**src/rtl/lsu_ctrl.sv**
```systemverilog
// lsu_ctrl -- load/store control stage in front of the byte-addressed data memory.
//
// Takes one request at a time from execute, screens it for op legality, range
// and alignment, strobes the memory for exactly one cycle, captures the load
// data returned one cycle later, and hands the result to writeback.
//
// Ports:
//   Clock, nReset                 rising-edge clock, synchronous active-low reset
//   req_*  (valid/ready)          request from execute: load/store, funct3, address,
//                                 store data, destination tag
//   mem_*                         memory strobes, funct3, address, store data;
//                                 mem_rdata is valid the cycle after mem_Rmem
//   resp_* (valid/ready)          response to writeback: load data, tag, fault flags
//   cnt_loads/stores/faults       performance counters
//
// Build option:
//   LSU_PERF_CNT_EN  when defined, the cnt_* ports count completed responses by
//                    kind; when undefined they are tied to 0 and no counters exist.
//
// state | meaning
// ------+-------------------------------------------------------------
// IDLE  | req_ready high, waiting for a request
// ISSUE | memory strobe asserted for this single cycle
// WAIT  | load data arriving from memory, captured at the end of the cycle
// RESP  | resp_valid high, holding until writeback accepts

module lsu_ctrl #(
  parameter int MEM_BYTES = 1024,
  parameter int ADDR_W    = 32
) (
  input  logic              Clock,
  input  logic              nReset,
  input  logic              req_valid,
  output logic              req_ready,
  input  logic              req_load,
  input  logic              req_store,
  input  logic [2:0]        req_f3,
  input  logic [ADDR_W-1:0] req_addr,
  input  logic [31:0]       req_wdata,
  input  logic [4:0]        req_rd,
  output logic              mem_Rmem,
  output logic              mem_Wmem,
  output logic [2:0]        mem_f3,
  output logic [ADDR_W-1:0] mem_addr,
  output logic [31:0]       mem_data,
  input  logic [31:0]       mem_rdata,
  output logic              resp_valid,
  input  logic              resp_ready,
  output logic [31:0]       resp_data,
  output logic [4:0]        resp_rd,
  output logic              resp_misaligned,
  output logic              resp_fault,
  output logic [31:0]       cnt_loads,
  output logic [31:0]       cnt_stores,
  output logic [31:0]       cnt_faults
);

  typedef enum logic [1:0] {IDLE, ISSUE, WAIT, RESP} state_t;
  state_t state;

  logic              accept;
  logic [ADDR_W:0]   acc_size;
  logic [ADDR_W:0]   acc_end;
  logic              acc_op_bad;
  logic              acc_range_bad;
  logic              acc_misaligned;

  assign req_ready = (state == IDLE);
  assign accept    = req_valid && req_ready;

  // Access size from funct3[1:0]; the reserved encoding 11 is treated as a word.
  always_comb begin
    case (req_f3[1:0])
      2'b00:   acc_size = (ADDR_W+1)'(1);
      2'b01:   acc_size = (ADDR_W+1)'(2);
      default: acc_size = (ADDR_W+1)'(4);
    endcase
  end

  // One extra bit so an address near the top of the space cannot wrap past the check.
  assign acc_end       = {1'b0, req_addr} + acc_size;
  assign acc_range_bad = acc_end > (ADDR_W+1)'(MEM_BYTES);

  assign acc_op_bad = (req_load == req_store)
                   || (req_load  && (req_f3 == 3'b011 || req_f3[2:1] == 2'b11))
                   || (req_store && (req_f3 > 3'b010));

  assign acc_misaligned = ((req_f3[1:0] == 2'b01) && req_addr[0])
                       || (req_f3[1] && (req_addr[1:0] != 2'b00));

  always_ff @(posedge Clock) begin
    if (!nReset) begin
      state           <= IDLE;
      mem_Rmem        <= 1'b0;
      mem_Wmem        <= 1'b0;
      mem_f3          <= '0;
      mem_addr        <= '0;
      mem_data        <= '0;
      resp_valid      <= 1'b0;
      resp_data       <= '0;
      resp_rd         <= '0;
      resp_misaligned <= 1'b0;
      resp_fault      <= 1'b0;
    end else begin
      case (state)
        IDLE: begin
          if (accept) begin
            resp_rd <= req_rd;
            if (acc_op_bad || acc_range_bad || acc_misaligned) begin
              // Faults skip the memory entirely and answer on the next cycle.
              resp_valid      <= 1'b1;
              resp_data       <= '0;
              resp_fault      <= acc_op_bad || acc_range_bad;
              resp_misaligned <= acc_misaligned;
              state           <= RESP;
            end else begin
              mem_Rmem        <= req_load;
              mem_Wmem        <= req_store;
              mem_f3          <= req_f3;
              mem_addr        <= req_addr;
              mem_data        <= req_wdata;
              resp_fault      <= 1'b0;
              resp_misaligned <= 1'b0;
              state           <= ISSUE;
            end
          end
        end
        ISSUE: begin
          mem_Rmem <= 1'b0;
          mem_Wmem <= 1'b0;
          mem_f3   <= '0;
          mem_addr <= '0;
          mem_data <= '0;
          if (mem_Rmem) begin
            state <= WAIT;
          end else begin
            resp_valid <= 1'b1;
            resp_data  <= '0;
            state      <= RESP;
          end
        end
        WAIT: begin
          resp_data  <= mem_rdata;
          resp_valid <= 1'b1;
          state      <= RESP;
        end
        RESP: begin
          if (resp_ready) begin
            resp_valid      <= 1'b0;
            resp_data       <= '0;
            resp_fault      <= 1'b0;
            resp_misaligned <= 1'b0;
            state           <= IDLE;
          end
        end
        default: state <= IDLE;
      endcase
    end
  end

`ifdef LSU_PERF_CNT_EN
  logic kind_load;

  // The kind is remembered at acceptance; the fault flags are still valid in RESP.
  always_ff @(posedge Clock) begin
    if (!nReset) begin
      kind_load  <= 1'b0;
      cnt_loads  <= '0;
      cnt_stores <= '0;
      cnt_faults <= '0;
    end else begin
      if (accept) kind_load <= req_load;
      if (state == RESP && resp_ready) begin
        if (resp_fault || resp_misaligned) cnt_faults <= cnt_faults + 32'd1;
        else if (kind_load)                cnt_loads  <= cnt_loads  + 32'd1;
        else                               cnt_stores <= cnt_stores + 32'd1;
      end
    end
  end
`else
  assign cnt_loads  = '0;
  assign cnt_stores = '0;
  assign cnt_faults = '0;
`endif

endmodule

```
**config.mk**
```make
export PLATFORM = sky130hd
export DESIGN_NAME = lsu_ctrl
export DESIGN_NICKNAME = d
export VERILOG_FILES = /design/src/rtl/lsu_ctrl.sv
export SDC_FILE = /design/constraint.sdc
export NUM_CORES = 1
export LEC_CHECK = 0
export CELL_PAD_IN_SITES_DETAIL_PLACEMENT = 0
export CELL_PAD_IN_SITES_GLOBAL_PLACEMENT = 2
export CORE_MARGIN = 4
export CORE_UTILIZATION = 23
export CTS_CLUSTER_DIAMETER = 40
export DETAILED_ROUTE_END_ITERATION = 7
export HOLD_SLACK_MARGIN = 0.15
export PLACE_DENSITY = 0.94
export REMOVE_ABC_BUFFERS = 1
export SYNTH_ARGS = -nofsm -noshare
export SYNTH_HDL_FRONTEND = slang
export SYNTH_SLANG_ARGS = --single-unit
```
**constraint.sdc**
```tcl
create_clock -name Clock -period 8.1 [get_ports Clock]
set_input_delay 1.62 -clock Clock [delete_from_list [all_inputs] [get_ports Clock]]
set_output_delay 1.62 -clock Clock [all_outputs]
set_load 0.03 [all_outputs]
```
==> results.ini, run 1 <==
[status]
status = complete, no violations

[floorplan]
fp.coreArea_um2 = 26000
rows = 59
initial_utilization_pct = 23.3
dieArea_um2 = 29000
fp.dieW_um = 170
die_h_um = 170
io_pins = 316

[placed_design]
placed_area_um2 = 8170
place_hpwl_mm = 13.8
finalWeightedCongestion = 0.798
dp.cells = 1232
port_buffers = 219
pre_cts_slack_ps = 1610

[setup_path]
crit_chain = clkdlybuf4s50_1, nor2_1, ha_1, fa_1, a21oi_1, nor4_1, nand3_1, a311oi_1, nand4_1, or4b_4, o21ai_4, buf_4, mux2i_1
critPathCaptureType = flop
path_buf_inv = 2
critPathLaunchType = primary input
ff2ff_setup_slack_ps = 5350
worstReg2RegStart = state[0]$_SDFFE_PN0P_
r2r_cells = 7
slowest_delay_ps = 930
cp.arrival_ps = 6390
critPathRequiredTime_ps = 8370
critPathTopFamily = simple AND/OR/NAND/NOR gates
critical_path_class = primary input to flop
cp_max_fo = 20
r2r_end = mem_data[31]$_SDFFE_PN0P_
slowest_stage = nor4_1

[yosys]
synth-edff-count = 0
syn_inst = 712
async_reset_ff_share_pct = 0
yosys_warnings = 0
synth.distinct_cells = 63
yosysSeqAreaShare_pct = 36.6
syn_area_per_cell_um2 = 8.52
ys.flop_type = dfxtp_1
ys_ff_latch = 111
synthesis.area_um2 = 6070

[routing]
routedWlPerCell_um = 14.4
drc_errors = 0
ant_nets = 0
post_drt_via_cell_ratio = 4.23
dr.pass1.iters = 6
dr.first_iter.drc_count = 387
dr_total_vias = 5274
wl_mm = 17.9

[timing]
tns_ps = 0
worstMarginPinSlew_ps = 1130
finalSetupViolCount = 0
skew_ps = 11.3
finalCritPeriodShare_pct = 75.6
rsz0062_at_grt = false
period_needed_ps = 6120
max_clock_freq_ghz = 0.163
timing.slew.headroom_pct = 23.8
slew_viol_final = 0
fin_ws_ps = 1980
hold_violations = 0

[clocking]
cts_max_level = 3
cts_root_buffer = clkbuf_16
numCtsBuffers = 9
cts.sinks = 111
hold_buffers = 0
cts_tree = yes
cts.path.max_buffers = 2
post_cts_buffers = 0
clkTransAtPathRegs_ps = 80
insertion_delay_ps = 350
cts-resized-gates = 0

[global_route]
grt_start_max_net_pins = 71
track_usage_pct = 11.5
grt_pass1_wl_mm = 27.1
grt.overflow.total = 0
antenna_found_initial = 0
grt_pass1_vias = 4872

[worst_hold_path]
whs_path_depth = 2
hp-class = flop to flop
hold_start = resp_rd[4]$_SDFFE_PN0P_
hold_end = resp_rd[4]$_SDFFE_PN0P_

[run]
cap_violations = 0

[layout]
diodes = 0
fin_nets = 1026
final_common_cell = clkdlybuf4s50_1
mostFrequentLayoutCells = clkdlybuf4s50_1 (218), nand2_1 (155), dfxtp_1 (111), conb_1 (96), mux2i_1 (83)
area_growth_pct = 39.5
fill_cells = 2728
stdcell_area_um2 = 8460
drive_above_1_share_pct = 4.27
final_cells = 1248

[power_and_ir_drop]
powerDensity_nw_per_um2 = 191
vdd_drop_max_uv = 103
cellLeakagePower_nw = 3.05

metal layers:
| layer | up-vias | wire length (um) | GRT usage [%] |
|---|---|---|---|
| met1 | 2477 | 7650 | 14.5 |
| li1 | 2638 | - | - |
| met3 | 9 | 1040 | 2.35 |
| met4 | 0 | 223 | 2.95 |
| met2 | 150 | 9020 | 19.9 |
| met5 | - | 0 | 0 |
sequential cells by signal, summed over array words and instances (netlist names):
signal           flops
mem_Rmem             1
mem_Wmem             1
mem_addr            32
mem_data            32
mem_f3               3
resp_data           32
resp_fault           1
resp_misaligned      1
resp_rd              5
resp_valid           1
state                2
cell usage after synthesis (3+ instances only):
cell type  number  area, um2
nand2_1       155        582
dfxtp_1       111       2220
buf_4          97        728
mux2i_1        83        831
nand3_1        43        215
clkbuf_1       27        101
nor3b_1        24        180
a21oi_1        17       85.1
nor2_1         15       56.3
inv_1          13       48.8
nor3_1         11       55.1
buf_2           9       45.0
nor4_1          9       56.3
nand4_1         8       50.1
ha_1            7       87.6
nand2b_1        4       25.0
xnor2_1         4       35.0
xor2_1          4       35.0
a2111oi_0       3       26.3
and3_1          3       18.8
and4_1          3       26.3
buf_12          3       60.1
o211ai_1        3       22.5
o21a_1          3       22.5
o21ai_0         3       15.0
or3_1           3       18.8
or4_1           3       22.5
stage by stage:
step	total power [mW]	util [%]	hold slack, ps
floorplan	0.971	-	481
global placement	1.20	31.4	442
detailed placement	1.20	31.4	447
CTS	1.65	32.6	460
global route	1.71	32.6	472
finish	1.62	32.6	457
how the worst max path moves through the flow:
| stage | slack, ps | cells after the start | end | startpoint |
|---|---|---|---|---|
| 2_1_floorplan | 1850 | 11 | mem_Rmem$_SDFFE_PN0P_ | req_f3[0] |
| 3_3_place_gp | 1770 | 13 | resp_data[12]$_SDFFE_PN0P_ | req_f3[1] |
| 3_5_place_dp | 1610 | 13 | resp_data[28]$_SDFFE_PN0P_ | req_f3[1] |
| 4_1_cts | 1990 | 13 | resp_data[12]$_SDFFE_PN0P_ | req_f3[1] |
| 5_1_grt | 1550 | 13 | resp_data[28]$_SDFFE_PN0P_ | req_f3[1] |
| 6_report | 1980 | 13 | resp_data[10]$_SDFFE_PN0P_ | req_f3[1] |
worst min-delay path, cell delays in order (launching register included):
cell and delay [ps]:
dfxtp_1 310, nand2_1 50, a21oi_1 50
power breakdown:
group,internal [mW],switching [mW]
clock,0.223,0.215
combinational,0.210,0.367
sequential,0.582,0.0215
kinds of logic (layout without fill, tap and decap cells):
logic type	after synthesis	after routing	synth area share, %
xor gates and xnor gates	8	8	1.15
adders and majority gates	8	8	1.77
AOI/OAI and AO/OA	52	52	6.21
muxes	85	85	14.1
and+or+nand+nor	295	295	23.6
buffers and inverters	152	258	16.5
DFF	111	111	36.6
other	1	96	0.0618
cell type report:
cell class | count | area (um2) | share of cell area (%)
Clock buffer | 10 | 239 | 2.82
Inverter | 14 | 52.6 | 0.621
Sequential cell | 111 | 2220 | 26.3
Clock inverter | 6 | 55.1 | 0.651
Timing Repair Buffer | 228 | 2250 | 26.6
Multi-Input combinational cell | 544 | 3220 | 38.1
Tap cell | 335 | 419 | 4.95
Power figures use the tool's default switching activity.
==> run 2, diff against run 1 <==
Settings changed: CORE_UTILIZATION 23 to 19, PLACE_DENSITY 0.94 to 0.84.
Clock period 8.1 ns to 5.1 ns, I/O delays scaled along.
==> results.ini, run 2 (same netlist as run 1, synthesis figures left out) <==
[status]
status = complete, no violations

[setup_path]
slowest_stage = nor4_1
worstReg2RegStart = state[0]$_SDFFE_PN0P_
critical_path_class = primary input to flop
critPathLaunchType = primary input
critPathCaptureType = flop
path_buf_inv = 2  ; unchanged
r2r_end = mem_data[13]$_SDFFE_PN0P_
slowest_delay_ps = 760  ; -170 ps
cpMostUsedCell = mux2i_1
cp.depth = 13  ; unchanged
cp-endpoint = resp_data[12]$_SDFFE_PN0P_
crit_chain = clkdlybuf4s50_1, nor2_1, ha_1, fa_1, a21oi_1, nor4_1, mux2i_1, o311a_1, a2111oi_0, or4b_4, o21ai_4, buf_12, mux2i_1
critPathTopFamily = simple AND/OR/NAND/NOR gates
r2r_cells = 7  ; unchanged
cp.arrival_ps = 4980  ; -1410 ps
worstSetupStartpoint = req_f3[1]
ff2ff_setup_slack_ps = 2620  ; -2730 ps
cp_max_fo = 33  ; +65%
critPathRequiredTime_ps = 5370  ; -3000 ps

[routing]
dr.first_iter.drc_count = 222  ; -43%
dr.pass1.iters = 4  ; -2
dr_total_vias = 5277  ; +0.057%
ant_nets = 0  ; unchanged
drc_errors = 0  ; unchanged
routedWlPerCell_um = 14.5  ; +0.70%
wl_mm = 19.1  ; +6.8%
post_drt_via_cell_ratio = 3.99  ; -5.6%

[layout]
top_regs = mem_addr x32, mem_data x32, resp_data x32
area_growth_pct = 42.6
final_cells = 1323  ; +6.0%
seqCellArea_um2 = 2220  ; unchanged
diodes = 0  ; unchanged
fill_cells = 3421  ; +25%
stdcell_area_um2 = 8650  ; +2.3%
multiInputGateArea_um2 = 3220  ; unchanged
drive_above_1_share_pct = 5.10  ; +0.83 points
fin_nets = 1034  ; +0.78%
post-route-util_pct = 27.4  ; -5.1 points
final_common_cell = clkdlybuf4s50_1
mostFrequentLayoutCells = clkdlybuf4s50_1 (218), nand2_1 (155), dfxtp_1 (111), conb_1 (96), mux2i_1 (83)

[power_and_ir_drop]
powerDensity_nw_per_um2 = 305  ; +59%
cellLeakagePower_nw = 3.10  ; +1.6%
power.total_mw = 2.64  ; +63%
vdd_drop_max_uv = 142  ; +37%

[floorplan]
rows = 65  ; +10%
initial_utilization_pct = 19.2  ; -4.1 points
io_pins = 316  ; unchanged
fp.dieW_um = 187  ; +9.6%
dieArea_um2 = 34900  ; +20%
fp.coreArea_um2 = 31600  ; +21%
die_h_um = 187  ; +9.6%

[global_route]
grt.overflow.total = 0  ; unchanged
grt_pass1_vias = 5033  ; +3.3%
antenna_found_initial = 0  ; unchanged
track_usage_pct = 10.4  ; -1.1 points
grt_start_max_net_pins = 70  ; -1.4%
grt_pass1_wl_mm = 29.3  ; +8.3%

[timing]
fin_ws_ps = 393  ; -1590 ps
finalCritPeriodShare_pct = 92.3
slew_viol_final = 0  ; unchanged
timing.slew.headroom_pct = 25.6  ; +1.8 points
hold_violations = 0  ; unchanged
worstMarginPinSlew_ps = 1110  ; -19.5 ps
skew_ps = 11.9  ; +0.619 ps
holdWs_ps = 457  ; -0.0390 ps
max_clock_freq_ghz = 0.212
period_needed_ps = 4710
tns_ps = 0  ; unchanged
rsz0062_at_grt = false
finalSetupViolCount = 0  ; unchanged

[clocking]
cts_tree = yes
clkTransAtPathRegs_ps = 90  ; about the same
cts.path.max_buffers = 2  ; unchanged
numCtsBuffers = 9  ; unchanged
post_cts_buffers = 0  ; unchanged
insertion_delay_ps = 360  ; about the same
cts_root_buffer = clkbuf_16
cts_max_level = 3  ; unchanged
hold_buffers = 0  ; unchanged
cts.sinks = 111  ; unchanged
cts-resized-gates = 0  ; unchanged

[placed_design]
port_buffers = 219  ; unchanged
dp.cells = 1307  ; +6.1%
pre_cts_slack_ps = 31.9  ; -1570 ps
placed_area_um2 = 8350  ; +2.2%
finalWeightedCongestion = 0.802  ; +0.46%
place_hpwl_mm = 14.8  ; +7.4%

[worst_hold_path]
whs_path_depth = 2  ; unchanged
hp-class = flop to flop

[run]
cap_violations = 0  ; unchanged

## run 2: how the worst min path moves through the flow
| stage | from | to | slack (ps) |
|---|---|---|---|
| 2_1_floorplan | state[1]$_SDFFE_PN0P_ | state[1]$_SDFFE_PN0P_ | 480 |
| 3_3_place_gp | mem_data[6]$_SDFFE_PN0P_ | mem_data[6]$_SDFFE_PN0P_ | 440 |
| 3_5_place_dp | mem_data[14]$_SDFFE_PN0P_ | mem_data[14]$_SDFFE_PN0P_ | 450 |
| 4_1_cts | mem_addr[9]$_SDFFE_PN0P_ | mem_addr[9]$_SDFFE_PN0P_ | 460 |
| 5_1_grt | resp_data[4]$_SDFFE_PN0P_ | resp_data[4]$_SDFFE_PN0P_ | 480 |
| 6_report | mem_addr[9]$_SDFFE_PN0P_ | mem_addr[9]$_SDFFE_PN0P_ | 460 |
## run 2: power by group
part / leakage, nW / switching (mW) / internal, mW / total, mW
combinational: 2.06 / 0.597 / 0.342 / 0.939
clock: 0.144 / 0.352 / 0.388 / 0.741
sequential: 0.897 / 0.0345 / 0.925 / 0.959
## run 2: final cells by class
cell class,count,area share (%)
timing repair buffer,236,27.2
clock inverter,7,0.911
sequential,111,25.7
inverter,14,0.607
multi-input combinational,544,37.2
tap,402,5.81
clock buffer,9,2.60
## run 2: metal layers
metal,routed length [um],vias up,global-route usage [%]
met5,0,-,0
met4,328,0,3.16
met3,997,16,2.15
met2,9320,174,17.3
met1,8500,2440,13.6
li1,-,2647,-
## run 2: worst register-to-register path, delay by kind of cell (launching register included)
family,cells,cell delay (ps)
compound gates,1,900
fa+ha+maj,1,320
buf+inv,3,650
flops,1,360
mux,1,120
simple gates,1,70
